===== config.mk =====
export PLATFORM = sky130hd
export DESIGN_NAME = polar_to_rect
export DESIGN_NICKNAME = d
export VERILOG_FILES = /design/src/rtl/cordic_pkg.sv /design/src/rtl/cordic_rotate_step.sv /design/src/rtl/polar_to_rect.sv
export SDC_FILE = /design/constraint.sdc
export NUM_CORES = 2
export LEC_CHECK = 0
export BUFFER_PORTS_ARGS = -buffer_cell sky130_fd_sc_hd__buf_2
export CAP_MARGIN = 20
export CORE_MARGIN = 2
export CORE_UTILIZATION = 65
export DETAILED_ROUTE_END_ITERATION = 8
export GPL_TIMING_DRIVEN = 0
export PLACE_DENSITY_LB_ADDON = 0.05
export SLEW_MARGIN = 20
export SYNTH_ARGS = -nofsm -noshare
export SYNTH_HDL_FRONTEND = slang
export SYNTH_HIERARCHICAL = 1
export SYNTH_SLANG_ARGS = --single-unit

===== constraint.sdc =====
create_clock -name clk_in -period 9.3 [get_ports clk_in]
set_input_delay 1.86 -clock clk_in [delete_from_list [all_inputs] [get_ports clk_in]]
set_output_delay 1.86 -clock clk_in [all_outputs]
set_load 0.005 [all_outputs]

===== src/rtl/cordic_pkg.sv =====
// Shared constants, widths and helpers for the polar-to-rectangular CORDIC.
// Angles are 2Q15 internally; x/y carry two guard integer bits and two extra fraction bits.
package cordic_pkg;

    localparam int XY_W  = 20;
    localparam int Z_W   = 18;
    localparam int CNT_W = 4;

    localparam logic signed [15:0]    INV_GAIN_Q14 = 16'sd9949;
    localparam logic signed [Z_W-1:0] HALF_PI_Q15  = 18'sd51472;

    // round(atan(2^-i) * 2^15)
    localparam logic signed [Z_W-1:0] ATAN_LUT [0:15] = '{
        18'sd25736, 18'sd15193, 18'sd8027, 18'sd4075,
        18'sd2045,  18'sd1024,  18'sd512,  18'sd256,
        18'sd128,   18'sd64,    18'sd32,   18'sd16,
        18'sd8,     18'sd4,     18'sd2,    18'sd1
    };

    localparam logic signed [XY_W:0] RND_HALF = 21'sd2;
    localparam logic signed [XY_W:0] SAT_HI   = 21'sd32767;
    localparam logic signed [XY_W:0] SAT_LO   = -21'sd32768;

    typedef enum logic [1:0] {IDLE, LOAD, ITER, DONE} state_t;

    // Drop the two extra fraction bits with round-half-up, then clamp to 16 bits.
    function automatic logic [15:0] round_sat16(input logic signed [XY_W-1:0] v);
        logic signed [XY_W:0] t;
        t = v;
        t = (t + RND_HALF) >>> 2;
        if (t > SAT_HI)
            return 16'h7FFF;
        else if (t < SAT_LO)
            return 16'h8000;
        return 16'(t);
    endfunction

endpackage


===== src/rtl/cordic_rotate_step.sv =====
// One channel of the rotation-mode CORDIC: prescale and quadrant fold on load,
// one micro-rotation per step, registered round/saturate of the final vector.
module cordic_rotate_step
    import cordic_pkg::*;
(
    input  logic             clk_in,
    input  logic             rst_in,
    input  logic             i_load,
    input  logic             i_step,
    input  logic             i_capture,
    input  logic [CNT_W-1:0] i_iter,
    input  logic [31:0]      i_word,
    output logic [31:0]      o_word
);

    logic signed [XY_W-1:0] r_x, r_y;
    logic signed [Z_W-1:0]  r_z;
    logic [31:0]            r_word;

    logic signed [15:0]     w_mag, w_phase;
    logic signed [31:0]     w_prod;
    logic signed [XY_W-1:0] w_mscaled, w_x0, w_y0, w_xs, w_ys, w_x_nx, w_y_nx;
    logic signed [Z_W-1:0]  w_zin, w_z0, w_z_nx;

    always_comb begin
        w_mag     = i_word[15:0];
        w_phase   = i_word[31:16];
        w_prod    = 32'(w_mag) * 32'(INV_GAIN_Q14);
        w_mscaled = XY_W'((w_prod >>> 14) <<< 2);
        w_zin     = {w_phase, 2'b00};
        // Pre-rotate by +/-pi/2 so the residual angle is within CORDIC convergence.
        if (w_zin > HALF_PI_Q15) begin
            w_x0 = '0;
            w_y0 = w_mscaled;
            w_z0 = w_zin - HALF_PI_Q15;
        end else if (w_zin < -HALF_PI_Q15) begin
            w_x0 = '0;
            w_y0 = -w_mscaled;
            w_z0 = w_zin + HALF_PI_Q15;
        end else begin
            w_x0 = w_mscaled;
            w_y0 = '0;
            w_z0 = w_zin;
        end
    end

    always_comb begin
        w_xs = r_x >>> i_iter;
        w_ys = r_y >>> i_iter;
        if (r_z >= 0) begin
            w_x_nx = r_x - w_ys;
            w_y_nx = r_y + w_xs;
            w_z_nx = r_z - ATAN_LUT[i_iter];
        end else begin
            w_x_nx = r_x + w_ys;
            w_y_nx = r_y - w_xs;
            w_z_nx = r_z + ATAN_LUT[i_iter];
        end
    end

    always_ff @(posedge clk_in or posedge rst_in) begin
        if (rst_in) begin
            r_x    <= '0;
            r_y    <= '0;
            r_z    <= '0;
            r_word <= '0;
        end else begin
            if (i_load) begin
                r_x <= w_x0;
                r_y <= w_y0;
                r_z <= w_z0;
            end else if (i_step) begin
                r_x <= w_x_nx;
                r_y <= w_y_nx;
                r_z <= w_z_nx;
            end
            if (i_capture)
                r_word <= {round_sat16(r_y), round_sat16(r_x)};
        end
    end

    assign o_word = r_word;

endmodule


===== src/rtl/polar_to_rect.sv =====
// Multi-channel polar (mag, phase) to rectangular (X, Y) converter with
// valid/ready on both sides; all channels rotate in lockstep.
//
//   state | meaning
//   IDLE  | ready_out high, waiting for valid_in
//   LOAD  | prescale + quadrant fold into x/y/z
//   ITER  | one micro-rotation per cycle, counter 0..ITERATIONS-1
//   DONE  | capture rounded result, then hold valid_out until ready_in
module polar_to_rect
    import cordic_pkg::*;
#(
    parameter int CHANNELS   = 4,
    parameter int DATA_WIDTH = 32,
    parameter int ITERATIONS = 14
)(
    input  logic                           clk_in,
    input  logic                           rst_in,
    input  logic [CHANNELS*DATA_WIDTH-1:0] data_in,
    input  logic                           valid_in,
    output logic                           ready_out,
    output logic [CHANNELS*DATA_WIDTH-1:0] data_out,
    output logic                           valid_out,
    input  logic                           ready_in
);

    localparam logic [CNT_W-1:0] ITER_LAST = CNT_W'(ITERATIONS - 1);

    state_t                          r_state, w_state_nx;
    logic [CNT_W-1:0]                r_iter;
    logic [CHANNELS*DATA_WIDTH-1:0]  r_data;
    logic                            r_valid_out;
    logic                            w_accept, w_load, w_step, w_capture;

    always_comb begin
        w_state_nx = r_state;
        w_accept   = 1'b0;
        w_load     = 1'b0;
        w_step     = 1'b0;
        w_capture  = 1'b0;
        case (r_state)
            IDLE: if (valid_in) begin
                w_accept   = 1'b1;
                w_state_nx = LOAD;
            end
            LOAD: begin
                w_load     = 1'b1;
                w_state_nx = ITER;
            end
            ITER: begin
                w_step = 1'b1;
                if (r_iter == ITER_LAST)
                    w_state_nx = DONE;
            end
            DONE: begin
                // First DONE cycle registers the output; handshake only after that.
                if (!r_valid_out)
                    w_capture = 1'b1;
                else if (ready_in)
                    w_state_nx = IDLE;
            end
            default: w_state_nx = IDLE;
        endcase
    end

    always_ff @(posedge clk_in or posedge rst_in) begin
        if (rst_in) begin
            r_state     <= IDLE;
            r_iter      <= '0;
            r_data      <= '0;
            r_valid_out <= 1'b0;
        end else begin
            r_state <= w_state_nx;
            if (w_accept)
                r_data <= data_in;
            if (w_load)
                r_iter <= '0;
            else if (w_step)
                r_iter <= r_iter + 1'b1;
            if (w_capture)
                r_valid_out <= 1'b1;
            else if (r_valid_out && ready_in)
                r_valid_out <= 1'b0;
        end
    end

    for (genvar g = 0; g < CHANNELS; g++) begin : g_ch
        cordic_rotate_step u_step (
            .clk_in    (clk_in),
            .rst_in    (rst_in),
            .i_load    (w_load),
            .i_step    (w_step),
            .i_capture (w_capture),
            .i_iter    (r_iter),
            .i_word    (r_data[DATA_WIDTH*g +: DATA_WIDTH]),
            .o_word    (data_out[DATA_WIDTH*g +: DATA_WIDTH])
        );
    end

    assign ready_out = (r_state == IDLE);
    assign valid_out = r_valid_out;

endmodule


==> results.ini <==
[yosys]
syn_avg_cell_area_um2=8.64
synthArstFlopShare_pct=100
yosys_warnings=6
synth_top_flop_cell=dfrtp_1
synth_edf_count=0
synth.distinct_cells=114
synth-seq-cells=495
ys_seq_area_share_pct=17.4
synthCells=8225
synth_fp_nets=9483
syn_area_um2=71100

[route]
viasPerCell=6.49
drtIter0Drc=6514
ant_nets=0
vias=65149
drtPass1Iterations=8
drc_errors=0
routedWlPerCell_um=22.8
wirelength_um=228000

[floorplan]
die-height_um=335
die_area_um2=112000
start_util_pct=65.4
coreArea_um2=109000
row_count=121
ioPinCount=262
die_x_um=335

[timing]
layout_min_cycle_time_ns=8.03
max_freq_ghz=0.125
tns_ns=0
slew_headroom_pct=23.2
period_share_pct=86.4
tightest_slew_ns=1.14
slew_violations=0
finalSetupViolCount=0
hold_viol_final=0
clock_skew_ns=0.0317
rsz0062_at_grt=no
setup_ws_ns=1.27

[finish]
final_cells=10040
syn_to_final_growth_pct=8.03
mostFrequentLayoutCell=inv_1
finalNetCount=9820
layout_common_cells=1023 x inv_1, 694 x ha_1, 580 x nand2_1
final_layout_size_suffix_gt1_share_pct=10.7

[worst_setup_path]
worstPathArrival_ns=8.57
crit_chain=ha_1, inv_1, fa_1, inv_1, fa_1, fa_1, fa_1, inv_1, fa_1, inv_1, ha_1, and4_1, and2_1, a31oi_1, nand2_1, a21oi_1, xor2_1, ha_1, o21ai_0, nor4_1, and3_1, mux2i_1, or4_1
worst_ep_required_time_ns=9.84
cp_slowest_cell=xor2_1
crit-reg2reg-launch=r_data[9]$_DFFE_PP0P_
cpPeakStageDelay_ns=0.61
crit_top_cell=fa_1
critPathKind=register to register
worstPathMaxFanout=7
critPathCaptureType=register
reg2reg_slack_ns=1.27
r2r_cells=23
r2r-end=g_ch[0].u_step/r_y[18]$_DFFE_PP0P_
critPathLaunchType=register
cp-endpoint=g_ch[0].u_step/r_y[18]$_DFFE_PP0P_
worstSetupStartpoint=r_data[9]$_DFFE_PP0P_

[place]
dpl.hpwl_um=181000
pre_cts_ws_ns=1.42
port_buffers=261
gp_congestion=1.06
dp_cells=9906

[status]
status=finished clean

[global_route]
grt_max_degree=79
grt-ovfl-total=0
grt_pass1_vias=64362
antenna_found_initial=19
grt_usage_pct=40.4
grt_pass1_wl_um=356000

[clocking]
clk_path_buf_depth=3
cts_resized=0
cts_setup_buffers=0
clkLatencyLatePin_ns=0.68
cts_tree=built
clkTransAtPathRegs_ns=0.06
cts_sinks=495
ctsHoldBuffers=0
cts_buffers=67
htreeDepth=3
root_buffer=clkbuf_16

[flow_run]
maxCapViolations=0

[hold_path]
min_path_type=register to register

## cells by family after synthesis
family | share of synthesized area [%]
adder cells (fa/ha/maj) | 24.4
AND/OR/NAND/NOR | 13.8
XOR/XNOR | 7.35
flip-flops | 17.4
multiplexers | 11.1
AO/OA/AOI/OAI | 17.8
buffers and inverters | 8.16
## area by class of cell
type	count	area, um^2
antenna	9	22.5
inverter	1039	3930
fill	8635	31900
clock inverter	39	608
tap	1414	1770
clock buffer	85	1800
buffer	440	1900
timing repair buffer	268	1470
multi-input combinational	6251	52900
sequential	495	12400
## worst min path at each step
stage / from / endpoint / slack (ns) / cells past startpoint
after floorplan: r_data[112]$_DFFE_PP0P_ / g_ch[3].u_step/r_z[2]$_DFFE_PP0P_ / 0.47 / 2
after global placement: g_ch[3].u_step/o_word[4]$_DFFE_PP0P_ / g_ch[3].u_step/o_word[4]$_DFFE_PP0P_ / 0.46 / 1
after detailed placement: g_ch[0].u_step/o_word[24]$_DFFE_PP0P_ / g_ch[0].u_step/o_word[24]$_DFFE_PP0P_ / 0.46 / 1
after CTS: g_ch[3].u_step/o_word[9]$_DFFE_PP0P_ / g_ch[3].u_step/o_word[9]$_DFFE_PP0P_ / 0.48 / 1
after global routing: g_ch[3].u_step/o_word[5]$_DFFE_PP0P_ / g_ch[3].u_step/o_word[5]$_DFFE_PP0P_ / 0.49 / 1
final: g_ch[3].u_step/o_word[1]$_DFFE_PP0P_ / g_ch[3].u_step/o_word[1]$_DFFE_PP0P_ / 0.48 / 1
## cell usage after synthesis (25+ instances only)
library cell	instances	area share, %
a211o_1	26	0.32
a211oi_1	85	0.90
a21boi_0	27	0.29
a21o_1	97	1.0
a21oi_1	486	3.4
a22oi_1	44	0.46
a31oi_1	94	0.83
and2_1	39	0.34
and3_1	93	0.82
buf_1	50	0.26
buf_2	37	0.26
clkbuf_1	322	1.7
dfrtp_1	495	17
fa_1	432	12
ha_1	694	12
inv_1	1028	5.4
mux2_2	216	3.4
mux2i_1	205	2.9
mux4_2	144	4.6
nand2_1	580	3.1
nand2b_1	84	0.74
nand3_1	190	1.3
nand4_1	57	0.50
nor2_1	488	2.6
nor2b_1	97	0.85
nor3_1	150	1.1
o211ai_1	59	0.62
o21a_1	85	0.90
o21ai_0	405	2.9
o21ai_1	33	0.23
o21bai_1	25	0.26
o22a_1	65	0.80
o22ai_1	73	0.64
o31a_1	25	0.31
o31ai_1	58	0.61
or2_2	40	0.35
or3_1	64	0.56
xnor2_1	345	4.3
xor2_1	247	3.0
## state kept, by name (all words and copies together) (netlist names)
| register | count |
|---|---|
| g_ch.u_step/o_word | 128 |
| g_ch.u_step/r_x | 80 |
| g_ch.u_step/r_y | 80 |
| g_ch.u_step/r_z | 72 |
| r_data | 128 |
| r_iter | 4 |
| r_state | 2 |
| valid_out | 1 |
## through the flow
step / utilization, % / hold slack, ns / instance area [um^2]
floorplan: - / 0.470 / 71100
global placement: 68.2 / 0.459 / 74100
detailed placement: 68.4 / 0.464 / 74300
CTS: 70.6 / 0.479 / 76700
global route: 70.6 / 0.494 / 76700
finish: 70.6 / 0.476 / 76800
## metal layers
metal / up-vias / part of all wire, % / global-route usage [%]
met2: 3445 / 44 / 63.4
li1: 29507 / - / -
met5: - / 0.053 / 0
met3: 723 / 11 / 10.5
met1: 31456 / 40 / 52.4
met4: 18 / 5.0 / 18.3
## worst max-delay path: cells and delay by family, from the launching register on
| family | cells | cell delay [ns] |
|---|---|---|
| adders and majority gates | 8 | 3.68 |
| and+or+nand+nor | 6 | 1.92 |
| AOI/OAI and AO/OA | 3 | 0.87 |
| xor gates and xnor gates | 1 | 0.61 |
| DFF | 1 | 0.49 |
| buffers and inverters | 4 | 0.25 |
| muxes | 1 | 0.09 |
Power is left out: the tool's default activity adds up to more than one toggle a clock period on the data nets, which glitch-free logic cannot reach.
